## src/rtl/sdram_pkg.sv

```systemverilog
// rtl/sdram_pkg.sv - shared widths, FSM encodings and grant helper for the SDRAM port arbiter
package sdram_pkg;

  localparam int SDRAM_ADDR_W = 24;
  localparam int SDRAM_DATA_W = 16;
  localparam int DEBT_W       = 4;
  localparam int DEBT_MAX     = 8;

  typedef logic [DEBT_W-1:0] debt_t;

  typedef enum logic [1:0] {
    ST_IDLE      = 2'd0,
    ST_ISSUE     = 2'd1,
    ST_WAIT_DONE = 2'd2
  } arb_state_t;

  typedef enum logic [1:0] {
    GNT_NONE    = 2'd0,
    GNT_PORT0   = 2'd1,
    GNT_PORT1   = 2'd2,
    GNT_REFRESH = 2'd3
  } grant_t;

  // On a tie the port that did not win last time is chosen.
  function automatic grant_t rr_pick(input logic v0, input logic v1, input logic last_grant);
    grant_t g;
    g = GNT_NONE;
    if (v0 && v1) begin
      g = last_grant ? GNT_PORT0 : GNT_PORT1;
    end else if (v0) begin
      g = GNT_PORT0;
    end else if (v1) begin
      g = GNT_PORT1;
    end
    return g;
  endfunction

endpackage

```

## src/rtl/sdram_port_arbiter_if.sv

```systemverilog
// rtl/sdram_port_arbiter_if.sv - port request, read response and controller command bus
interface sdram_port_arbiter_if
  import sdram_pkg::*;
#(
  parameter int ADDR_W = SDRAM_ADDR_W,
  parameter int DATA_W = SDRAM_DATA_W
);

  logic              req0_valid;
  logic              req0_write;
  logic [ADDR_W-1:0] req0_addr;
  logic [DATA_W-1:0] req0_wdata;
  logic              req0_ready;

  logic              req1_valid;
  logic              req1_write;
  logic [ADDR_W-1:0] req1_addr;
  logic [DATA_W-1:0] req1_wdata;
  logic              req1_ready;

  logic              rsp0_valid;
  logic              rsp1_valid;
  logic [DATA_W-1:0] rsp_rdata;

  logic              cmd_valid;
  logic              cmd_refresh;
  logic              cmd_write;
  logic [ADDR_W-1:0] cmd_addr;
  logic [DATA_W-1:0] cmd_wdata;
  logic              cmd_ready;
  logic              cmd_done;
  logic [DATA_W-1:0] cmd_rdata;

  modport master (
    input  req0_valid, req0_write, req0_addr, req0_wdata,
    input  req1_valid, req1_write, req1_addr, req1_wdata,
    output req0_ready, req1_ready,
    output rsp0_valid, rsp1_valid, rsp_rdata,
    output cmd_valid, cmd_refresh, cmd_write, cmd_addr, cmd_wdata,
    input  cmd_ready, cmd_done, cmd_rdata
  );

  modport slave (
    output req0_valid, req0_write, req0_addr, req0_wdata,
    output req1_valid, req1_write, req1_addr, req1_wdata,
    input  req0_ready, req1_ready,
    input  rsp0_valid, rsp1_valid, rsp_rdata,
    input  cmd_valid, cmd_refresh, cmd_write, cmd_addr, cmd_wdata,
    output cmd_ready, cmd_done, cmd_rdata
  );

endinterface

```

## src/rtl/sdram_refresh_timer.sv

```systemverilog
// rtl/sdram_refresh_timer.sv - refresh interval timer, outstanding refresh debt and sticky overrun
module sdram_refresh_timer
  import sdram_pkg::*;
#(
  parameter int REFRESH_INTERVAL = 1250
) (
  input  logic  clk,
  input  logic  rst,
  input  logic  i_ctrl_ready,
  input  logic  i_refresh_accept,
  output debt_t o_debt,
  output logic  o_overrun
);

  localparam int TMR_W = (REFRESH_INTERVAL > 1) ? $clog2(REFRESH_INTERVAL) : 1;
  localparam logic [TMR_W-1:0] RELOAD = TMR_W'(REFRESH_INTERVAL - 1);

  logic [TMR_W-1:0] r_timer;
  debt_t            r_debt;
  logic             r_overrun;
  logic             w_tick;

  assign w_tick    = (r_timer == '0);
  assign o_debt    = r_debt;
  assign o_overrun = r_overrun;

  always_ff @(posedge clk or posedge rst) begin
    if (rst) begin
      r_timer   <= RELOAD;
      r_debt    <= '0;
      r_overrun <= 1'b0;
    end else if (!i_ctrl_ready) begin
      r_timer <= RELOAD;
      r_debt  <= '0;
    end else begin
      r_timer <= w_tick ? RELOAD : r_timer - 1'b1;
      // A tick and an accepted refresh cancel each other out.
      if (w_tick && !i_refresh_accept) begin
        if (r_debt == DEBT_W'(DEBT_MAX)) begin
          r_overrun <= 1'b1;
        end else begin
          r_debt <= r_debt + 1'b1;
        end
      end else if (!w_tick && i_refresh_accept && (r_debt != '0)) begin
        r_debt <= r_debt - 1'b1;
      end
    end
  end

endmodule

```

## src/rtl/sdram_port_arbiter.sv

```systemverilog
// rtl/sdram_port_arbiter.sv - two-port round-robin SDRAM arbiter with refresh scheduling,
// one transaction outstanding at a time.
module sdram_port_arbiter
  import sdram_pkg::*;
#(
  parameter int REFRESH_INTERVAL = 1250,
  parameter int REFRESH_URGENT   = 4,
  parameter int ADDR_W           = SDRAM_ADDR_W,
  parameter int DATA_W           = SDRAM_DATA_W
) (
  input  logic                 clk,
  input  logic                 rst,
  input  logic                 ctrl_ready,
  output logic                 refresh_overrun,
  sdram_port_arbiter_if.master bus
);

  arb_state_t        r_state;
  logic              r_last_grant;
  logic              r_cur_port;
  logic              r_req0_ready;
  logic              r_req1_ready;
  logic              r_rsp0_valid;
  logic              r_rsp1_valid;
  logic [DATA_W-1:0] r_rsp_rdata;
  logic              r_cmd_valid;
  logic              r_cmd_refresh;
  logic              r_cmd_write;
  logic [ADDR_W-1:0] r_cmd_addr;
  logic [DATA_W-1:0] r_cmd_wdata;

  debt_t  w_debt;
  logic   w_overrun;
  logic   w_urgent;
  logic   w_ref_accept;
  logic   w_sel;
  grant_t w_grant;

  sdram_refresh_timer #(
    .REFRESH_INTERVAL (REFRESH_INTERVAL)
  ) u_timer (
    .clk              (clk),
    .rst              (rst),
    .i_ctrl_ready     (ctrl_ready),
    .i_refresh_accept (w_ref_accept),
    .o_debt           (w_debt),
    .o_overrun        (w_overrun)
  );

  assign w_urgent     = (int'(w_debt) >= REFRESH_URGENT);
  assign w_ref_accept = (r_state == ST_ISSUE) && r_cmd_valid && r_cmd_refresh && bus.cmd_ready;

  // Urgent refresh beats ports; pending refresh only fills idle slots.
  always_comb begin
    w_grant = GNT_NONE;
    if (ctrl_ready) begin
      if (w_urgent) begin
        w_grant = GNT_REFRESH;
      end else if (bus.req0_valid || bus.req1_valid) begin
        w_grant = rr_pick(bus.req0_valid, bus.req1_valid, r_last_grant);
      end else if (w_debt != '0) begin
        w_grant = GNT_REFRESH;
      end
    end
  end

  assign w_sel = (w_grant == GNT_PORT1);

  always_ff @(posedge clk or posedge rst) begin
    if (rst) begin
      r_state       <= ST_IDLE;
      r_last_grant  <= 1'b1;
      r_cur_port    <= 1'b0;
      r_req0_ready  <= 1'b0;
      r_req1_ready  <= 1'b0;
      r_rsp0_valid  <= 1'b0;
      r_rsp1_valid  <= 1'b0;
      r_rsp_rdata   <= '0;
      r_cmd_valid   <= 1'b0;
      r_cmd_refresh <= 1'b0;
      r_cmd_write   <= 1'b0;
      r_cmd_addr    <= '0;
      r_cmd_wdata   <= '0;
    end else begin
      r_req0_ready <= 1'b0;
      r_req1_ready <= 1'b0;
      r_rsp0_valid <= 1'b0;
      r_rsp1_valid <= 1'b0;
      case (r_state)
        ST_IDLE: begin
          if (w_grant == GNT_REFRESH) begin
            r_cmd_valid   <= 1'b1;
            r_cmd_refresh <= 1'b1;
            r_cmd_write   <= 1'b0;
            r_cmd_addr    <= '0;
            r_cmd_wdata   <= '0;
            r_state       <= ST_ISSUE;
          end else if (w_grant != GNT_NONE) begin
            r_cmd_valid   <= 1'b1;
            r_cmd_refresh <= 1'b0;
            r_cmd_write   <= w_sel ? bus.req1_write : bus.req0_write;
            r_cmd_addr    <= w_sel ? bus.req1_addr  : bus.req0_addr;
            r_cmd_wdata   <= w_sel ? bus.req1_wdata : bus.req0_wdata;
            r_req0_ready  <= !w_sel;
            r_req1_ready  <= w_sel;
            r_last_grant  <= w_sel;
            r_cur_port    <= w_sel;
            r_state       <= ST_ISSUE;
          end
        end
        ST_ISSUE: begin
          if (bus.cmd_ready) begin
            r_cmd_valid <= 1'b0;
            r_state     <= ST_WAIT_DONE;
          end
        end
        ST_WAIT_DONE: begin
          if (bus.cmd_done) begin
            r_state <= ST_IDLE;
            if (!r_cmd_refresh && !r_cmd_write) begin
              r_rsp0_valid <= !r_cur_port;
              r_rsp1_valid <= r_cur_port;
              r_rsp_rdata  <= bus.cmd_rdata;
            end
          end
        end
        default: r_state <= ST_IDLE;
      endcase
    end
  end

  assign bus.req0_ready  = r_req0_ready;
  assign bus.req1_ready  = r_req1_ready;
  assign bus.rsp0_valid  = r_rsp0_valid;
  assign bus.rsp1_valid  = r_rsp1_valid;
  assign bus.rsp_rdata   = r_rsp_rdata;
  assign bus.cmd_valid   = r_cmd_valid;
  assign bus.cmd_refresh = r_cmd_refresh;
  assign bus.cmd_write   = r_cmd_write;
  assign bus.cmd_addr    = r_cmd_addr;
  assign bus.cmd_wdata   = r_cmd_wdata;
  assign refresh_overrun = w_overrun;

endmodule

```

## src/flat_wrapper.sv

```systemverilog
// flat-port wrapper written by rule: the top's interface ports become plain ports
module sdram_port_arbiter_flat import sdram_pkg::*;
#(
  parameter int REFRESH_INTERVAL = 1250,
  parameter int REFRESH_URGENT   = 4,
  parameter int ADDR_W           = SDRAM_ADDR_W,
  parameter int DATA_W           = SDRAM_DATA_W
)
  (clk, rst, ctrl_ready, refresh_overrun, bus_req0_valid, bus_req0_write, bus_req0_addr, bus_req0_wdata, bus_req1_valid, bus_req1_write, bus_req1_addr, bus_req1_wdata, bus_req0_ready, bus_req1_ready, bus_rsp0_valid, bus_rsp1_valid, bus_rsp_rdata, bus_cmd_valid, bus_cmd_refresh, bus_cmd_write, bus_cmd_addr, bus_cmd_wdata, bus_cmd_ready, bus_cmd_done, bus_cmd_rdata);
  sdram_port_arbiter_if #(.ADDR_W(ADDR_W), .DATA_W(DATA_W)) bus_i ();
  input  logic clk;
  input  logic rst;
  input  logic ctrl_ready;
  output logic refresh_overrun;
  input wire logic [$bits(bus_i.req0_valid)-1:0] bus_req0_valid;
  input wire logic [$bits(bus_i.req0_write)-1:0] bus_req0_write;
  input wire logic [$bits(bus_i.req0_addr)-1:0] bus_req0_addr;
  input wire logic [$bits(bus_i.req0_wdata)-1:0] bus_req0_wdata;
  input wire logic [$bits(bus_i.req1_valid)-1:0] bus_req1_valid;
  input wire logic [$bits(bus_i.req1_write)-1:0] bus_req1_write;
  input wire logic [$bits(bus_i.req1_addr)-1:0] bus_req1_addr;
  input wire logic [$bits(bus_i.req1_wdata)-1:0] bus_req1_wdata;
  output wire logic [$bits(bus_i.req0_ready)-1:0] bus_req0_ready;
  output wire logic [$bits(bus_i.req1_ready)-1:0] bus_req1_ready;
  output wire logic [$bits(bus_i.rsp0_valid)-1:0] bus_rsp0_valid;
  output wire logic [$bits(bus_i.rsp1_valid)-1:0] bus_rsp1_valid;
  output wire logic [$bits(bus_i.rsp_rdata)-1:0] bus_rsp_rdata;
  output wire logic [$bits(bus_i.cmd_valid)-1:0] bus_cmd_valid;
  output wire logic [$bits(bus_i.cmd_refresh)-1:0] bus_cmd_refresh;
  output wire logic [$bits(bus_i.cmd_write)-1:0] bus_cmd_write;
  output wire logic [$bits(bus_i.cmd_addr)-1:0] bus_cmd_addr;
  output wire logic [$bits(bus_i.cmd_wdata)-1:0] bus_cmd_wdata;
  input wire logic [$bits(bus_i.cmd_ready)-1:0] bus_cmd_ready;
  input wire logic [$bits(bus_i.cmd_done)-1:0] bus_cmd_done;
  input wire logic [$bits(bus_i.cmd_rdata)-1:0] bus_cmd_rdata;
  assign bus_i.req0_valid = bus_req0_valid;
  assign bus_i.req0_write = bus_req0_write;
  assign bus_i.req0_addr = bus_req0_addr;
  assign bus_i.req0_wdata = bus_req0_wdata;
  assign bus_i.req1_valid = bus_req1_valid;
  assign bus_i.req1_write = bus_req1_write;
  assign bus_i.req1_addr = bus_req1_addr;
  assign bus_i.req1_wdata = bus_req1_wdata;
  assign bus_req0_ready = bus_i.req0_ready;
  assign bus_req1_ready = bus_i.req1_ready;
  assign bus_rsp0_valid = bus_i.rsp0_valid;
  assign bus_rsp1_valid = bus_i.rsp1_valid;
  assign bus_rsp_rdata = bus_i.rsp_rdata;
  assign bus_cmd_valid = bus_i.cmd_valid;
  assign bus_cmd_refresh = bus_i.cmd_refresh;
  assign bus_cmd_write = bus_i.cmd_write;
  assign bus_cmd_addr = bus_i.cmd_addr;
  assign bus_cmd_wdata = bus_i.cmd_wdata;
  assign bus_i.cmd_ready = bus_cmd_ready;
  assign bus_i.cmd_done = bus_cmd_done;
  assign bus_i.cmd_rdata = bus_cmd_rdata;
  sdram_port_arbiter #(.REFRESH_INTERVAL(REFRESH_INTERVAL), .REFRESH_URGENT(REFRESH_URGENT), .ADDR_W(ADDR_W), .DATA_W(DATA_W)) u_core (.clk(clk), .rst(rst), .ctrl_ready(ctrl_ready), .refresh_overrun(refresh_overrun), .bus(bus_i));
endmodule
```

## config.mk

```make
export PLATFORM = sky130hd
export DESIGN_NAME = sdram_port_arbiter_flat
export DESIGN_NICKNAME = d
export VERILOG_FILES = /design/src/rtl/sdram_pkg.sv /design/src/rtl/sdram_port_arbiter_if.sv /design/src/rtl/sdram_refresh_timer.sv /design/src/rtl/sdram_port_arbiter.sv /design/src/flat_wrapper.sv
export SDC_FILE = /design/constraint.sdc
export NUM_CORES = 1
export LEC_CHECK = 0
export CAP_MARGIN = 0
export CORE_MARGIN = 2
export CORE_UTILIZATION = 38
export DETAILED_ROUTE_END_ITERATION = 10
export PLACE_DENSITY = 0.88
export SYNTH_ARGS = -nofsm -noshare
export SYNTH_HDL_FRONTEND = slang
export SYNTH_SLANG_ARGS = --single-unit
```

## constraint.sdc

```tcl
create_clock -name clk -period 2.3 [get_ports clk]
set_input_delay 0.23 -clock clk [delete_from_list [all_inputs] [get_ports clk]]
set_output_delay 0.23 -clock clk [all_outputs]
set_load 0.01 [all_outputs]
```

Word-level counts from Yosys, hierarchy flattened
Cells that the tools add are included.
Storage, ports and cells
  output and inout port bits: 64
  word-level logic and storage cells: 105
  input bits: 105
  flip-flop bits (word level): 83
Operators by class
  $lt $le $gt $ge: 1
  equal/unequal tests: 10
  bitwise operators: 1
  mux-type cells: 46
  reductions and logical operators: 28
  $add $sub $neg: 3
Operators by type and width (number)
  24-bit two-way mux: 3
  16-bit two-way mux: 3
  2-bit two-way mux: 12
  11-bit two-way mux: 2
  1-bit two-way mux: 20
  4-bit two-way mux: 4
  3-bit AND reduction: 5
  11-bit zero test: 1
  11-bit by 1-bit subtractor with 11-bit output (second input constant): 1
  1-bit logical AND: 8
  2-bit == test (second input constant): 3
  1-bit zero test: 6
  3-bit by 1-bit inequality test with 1-bit output (second input constant): 2
  2-bit one-hot mux with 3 select lines: 1
  2-bit nonzero test: 3
  4-bit by 1-bit adder with 4-bit output (second input constant): 1
  4-bit == test (second input constant): 1
  4-bit by 3-bit >= comparator with 1-bit output (second input constant): 1
  2-bit inequality test (second input constant): 2
  2-bit AND reduction: 2
  4-bit nonzero test: 1
  4-bit by 1-bit subtractor with 4-bit output (second input constant): 1
  3-bit inequality test (second input constant): 1
  2-bit by 1-bit == test with 1-bit output (second input constant): 1
  4 further kinds: 4

Depth between registers and ports, before layout
  depth after elaboration: 11
  depth in mapped cells: 12
  depth with buffers taken out: 11

Cells and area by module
A second synthesis with hierarchy kept.
Second synthesis, totals
  cell total of the unflattened synthesis: 370
  area, all modules: 3873.7 µm²
Modules (own cells, without submodules)
  sdram_port_arbiter: seq. area each 1677.9 µm², instances 1, cells each 276, area an instance 2956.6 µm²
  sdram_refresh_timer: seq. area each 406.6 µm², instances 1, cells each 94, area an instance 917.1 µm²

Worst setup path after synthesis
OpenSTA, ideal clock, no wires.
  path kind: flip-flop to flip-flop
  start point: register u_core.u_timer.r_timer[0]
  end point: register u_core.u_timer.r_debt[3], in the netlist u_core.u_timer.o_debt[3]
  cell stages (with the launch flop): 12
  setup slack: -0.051 ns
  arrival time: 2.225 ns
  setup time: 0.126 ns
  cells stage by stage: dfstp_2 -> inv_1 -> ha_1 -> nor3b_1 -> and4b_1 -> buf_4 -> nand2_1 -> ha_1 -> o21ai_0 -> nor4bb_1 -> a2bb2oi_1 -> o311a_1
On the way
  longest elaborated chain between the ends: 6
  elaborated cells on any way between the ends: 10
  those cells by class: eq/ne (2); mux (2); reduce/logical (6)
RTL lines
  from (decl): line sdram_refresh_timer.sv:18  | logic [TMR_W-1:0] r_timer;
  from (signal assigned): line sdram_refresh_timer.sv:36  | r_timer <= w_tick ? RELOAD : r_timer - 1'b1;
  11-bit zero test *: line sdram_refresh_timer.sv:23  | assign w_tick = (r_timer == '0);
  1-bit zero test: line sdram_refresh_timer.sv:44  | end else if (!w_tick && i_refresh_accept && (r_debt != '0)) begin
  1-bit logical AND (2 in a row): line sdram_refresh_timer.sv:44
  3-bit by 1-bit inequality test with 1-bit output (no line)
  2-bit AND reduction (no line)
  to (signal assigned): line sdram_refresh_timer.sv:42  | r_debt <= r_debt + 1'b1;
  to (signal assigned): line sdram_refresh_timer.sv:45  | r_debt <= r_debt - 1'b1;
  to (decl): line sdram_refresh_timer.sv:19  | debt_t r_debt;
Mark *: on every way between the ends. The rest lies on a longest branch, timed or not.
A chain may end at the register's enable or synchronous reset.

Worst setup path in the final report
  start point: register u_core.u_timer.r_timer[0]
  end point: register u_core.u_timer.r_debt[2], in the netlist u_core.u_timer.o_debt[2]
Same word-level chain as after synthesis.

==> metrics.cfg <==
[outcome]
status=completed

[global_routing]
antenna_found_initial=0
grt_max_degree=42
grt_pass1_vias=3516
track_usage=0.1919
grt_pass1_wl_um=16770
grt_remaining_overflow=0

[synthesis]
synth_top_area_frac=0.5008
synth_area_leaders=dfrtp_1, mux2i_1, nand2_1, o21ai_0, mux2_2
synth_edf_count=0
synth_ff_type=dfrtp_1
syn_area_um2=3847
synth-warning-count=0
synth-seq-cells=83
syn-num-nets=450
synthCells=342
syn_area_per_cell_um2=11.25
ys_top_cells_by_count=dfrtp_1, nand2_1, o21ai_0
yosysTopAreaCell=dfrtp_1
ys_async_sr_fraction=1.000
synth.most_common_cell=dfrtp_1
seq_area_frac_synth=0.5418
synthDistinctLibCells=44

[power_and_ir_drop]
p_clk_frac=0.183
seq_power_share=0.406
power.total_mw=5.835
p_per_area_nw_per_um2=973.8
leakage_nw=2.698
vdd_drop_max_mv=0.4868
intPower_mw=3.947
switching_share=0.3235
switching_power_mw=1.888
power_frac_comb=0.412

[floorplan]
die_y_um=104.6
start_util=0.3918
io_pins=169
die_area_um2=10950
die_width_um=104.6
core_area_um2=9819
rows=36

[drt]
firstDrtPassIters=4
ant_nets=0
dr_total_vias=3245
wl_per_cell_um=15.55
drc=0
drt_iter0_drc=95
routed_via_density=4.954
drt-total-wl_um=10190

[flow_run]
drv_cap=0

[sta]
finalCriticalPeriod_ns=2.200
clock.fmax_mhz=454.5
worstMarginPinSlew_ns=0.5439
relSlewSlack=0.6374
fin_skew_ns=0.008886
setup_viol=0
setup_slack_ns=0.09966
rsz0062_at_grt=true
final_hold_viol_count=0
timing.final.crit_share=0.9567
slew_viol_final=0

[critical_path]
cp_data_arrival_time_ns=2.46
required_ns=2.56
worstSetupPathType=reg -> reg
start_kind=register
crit_fanout=4
cp-end-kind=register

[hold_path]
hp-class=in -> async

[clock_tree]
cts_buffers=9
htree_levels=3
numClockSinks=83
clockRootBuffer=clkbuf_8
clkSlewWorstSetupHoldPaths_ns=0.09
insertion_delay_ns=0.34
clockBufferDepth=2
cts_tree=built

[finish]
instances_no_fill=655
nets=625
drive_gt1_frac=0.1284
synthToLayoutAreaGrowth_pct=55.74
fill_cells=860
diodes=0

[place]
dp_slack_ns=-0.09195
hpwl_um=7891
port_buffers=168
gp_congestion=0.7895
dp_cells=639

[kinds of logic (layout without fill, tap and decap cells)]
family,after synthesis,count (layout),synth area share
AND/OR/NAND/NOR,101,101,0.1353
buffers and inverters,23,203,0.03382
XOR/XNOR,10,10,0.02276
multiplexers,58,58,0.1593
adder cells (fa/ha/maj),3,3,0.009757
AO/OA/AOI/OAI,64,64,0.09724
flip-flops,83,83,0.5418
[routing by layer]
layer  up-vias  GRT usage  share of wire
met5         -          0              0
met4         0    0.08190          0.022
met3        19    0.04741          0.059
met2       121     0.3441           0.54
met1      1567     0.2167           0.38
li1       1538          -              -
[path summary, 6_finish.rpt]
path                                                     start                                    to  slack, ns  depth (start not counted)
min in group clk           u_core.u_timer.r_timer[0]$_DFF_PP1_   u_core.u_timer.r_timer[0]$_DFF_PP1_       0.47                          1
min reg2reg                u_core.u_timer.r_timer[0]$_DFF_PP1_   u_core.u_timer.r_timer[0]$_DFF_PP1_       0.47                          1
min                                                        rst   u_core.bus.rsp_rdata[7]$_DFFE_PP0P_       0.24                          2
max reg2reg                u_core.u_timer.r_timer[0]$_DFF_PP1_  u_core.u_timer.o_debt[2]$_DFFE_PP0P_        0.1                         11
max                        u_core.u_timer.r_timer[0]$_DFF_PP1_  u_core.u_timer.o_debt[2]$_DFFE_PP0P_        0.1                         11
max in group asynchronous                                  rst   u_core.u_timer.r_timer[5]$_DFF_PP1_       1.47                          3
[power groups by stage]
stage          clock (mW)  combinational, mW  sequential [mW]
2_1_floorplan           0              0.747             2.58
5_1_grt              1.16               2.61             2.44
3_5_place_dp            0               2.43             2.39
3_3_place_gp            0               2.37             2.35
6_report             1.07               2.40             2.37
4_1_cts              1.09               2.43             2.37
[sequential cells by signal, summed over array words and instances (netlist names)]
signal                    flops
u_core.bus.cmd_refresh        1
u_core.bus.rsp_rdata         16
u_core.u_timer.o_overrun      1
u_core.u_timer.o_debt         4
u_core.bus.rsp1_valid         1
u_core.bus.cmd_addr          24
u_core.bus.cmd_wdata         16
u_core.bus.cmd_valid          1
u_core.bus.cmd_write          1
u_core.r_cur_port             1
u_core.r_last_grant           1
u_core.r_state                2
u_core.u_timer.r_timer       11
u_core.bus.rsp0_valid         1
u_core.bus.req1_ready         1
u_core.bus.req0_ready         1
[through the flow]
| stage | hold slack, ns | instance area, um^2 | util | setup TNS [ns] |
|---|---|---|---|---|
| 3_3_place_gp | 0.4400 | 5738 | 0.5844 | 0 |
| 5_1_grt | 0.2798 | 5992 | 0.6102 | -0.03097 |
| 6_report | 0.2438 | 5992 | 0.6102 | 0 |
| 4_1_cts | 0.2454 | 5967 | 0.6077 | 0 |
| 2_1_floorplan | 0.3373 | 3857 | - | 0 |
| 3_5_place_dp | 0.4468 | 5738 | 0.5844 | -0.09195 |
[critical path, cell delays in order, from the launching register on]
cell     delay (ns)
dfstp_2        0.55
inv_1          0.05
ha_2           0.19
nor3b_4        0.16
and4b_1        0.23
nand2_2        0.11
xor2_1         0.17
ha_2           0.23
nor3_1         0.06
a31oi_1        0.15
o21ai_1        0.08
o21ai_1        0.14
[layout by cell type (no fill, tap or decap), types with 3 or more instances in the layout]
cell,count
nor2_1,13
dfrtp_1,77
nand3_1,3
nand2_1,56
clkdlybuf4s50_1,168
xnor2_1,6
o21ai_1,10
mux2i_1,41
inv_1,6
buf_12,3
clkbuf_8,10
nand2b_1,5
xor2_1,4
o21ai_0,40
clkinvlp_4,4
buf_4,9
nor2b_1,3
mux2_2,16
dfstp_2,6
[area by class of cell]
class,count,area [um^2],area share
Clock inverter,5,61.31,0.01023
Clock buffer,11,141.4,0.02360
Tap cell,133,166.4,0.02777
Inverter,7,30.03,0.005011
Sequential cell,83,2085,0.3479
Multi-Input combinational cell,236,1699,0.2836
Timing Repair Buffer,180,1809,0.3019
[what timing repair did]
action | 4_1_cts | 5_1_grt
setup buffers | 0 | 0
resized for setup | 3 | 8
endpoints found under the setup margin | 2 | 2
hold buffers | 0 | 0
gates cloned | 0 | 0
endpoints found under the hold margin | 0 | 0
pin swaps | 1 | 3
Note: power is estimated with default switching activity, not from simulation.
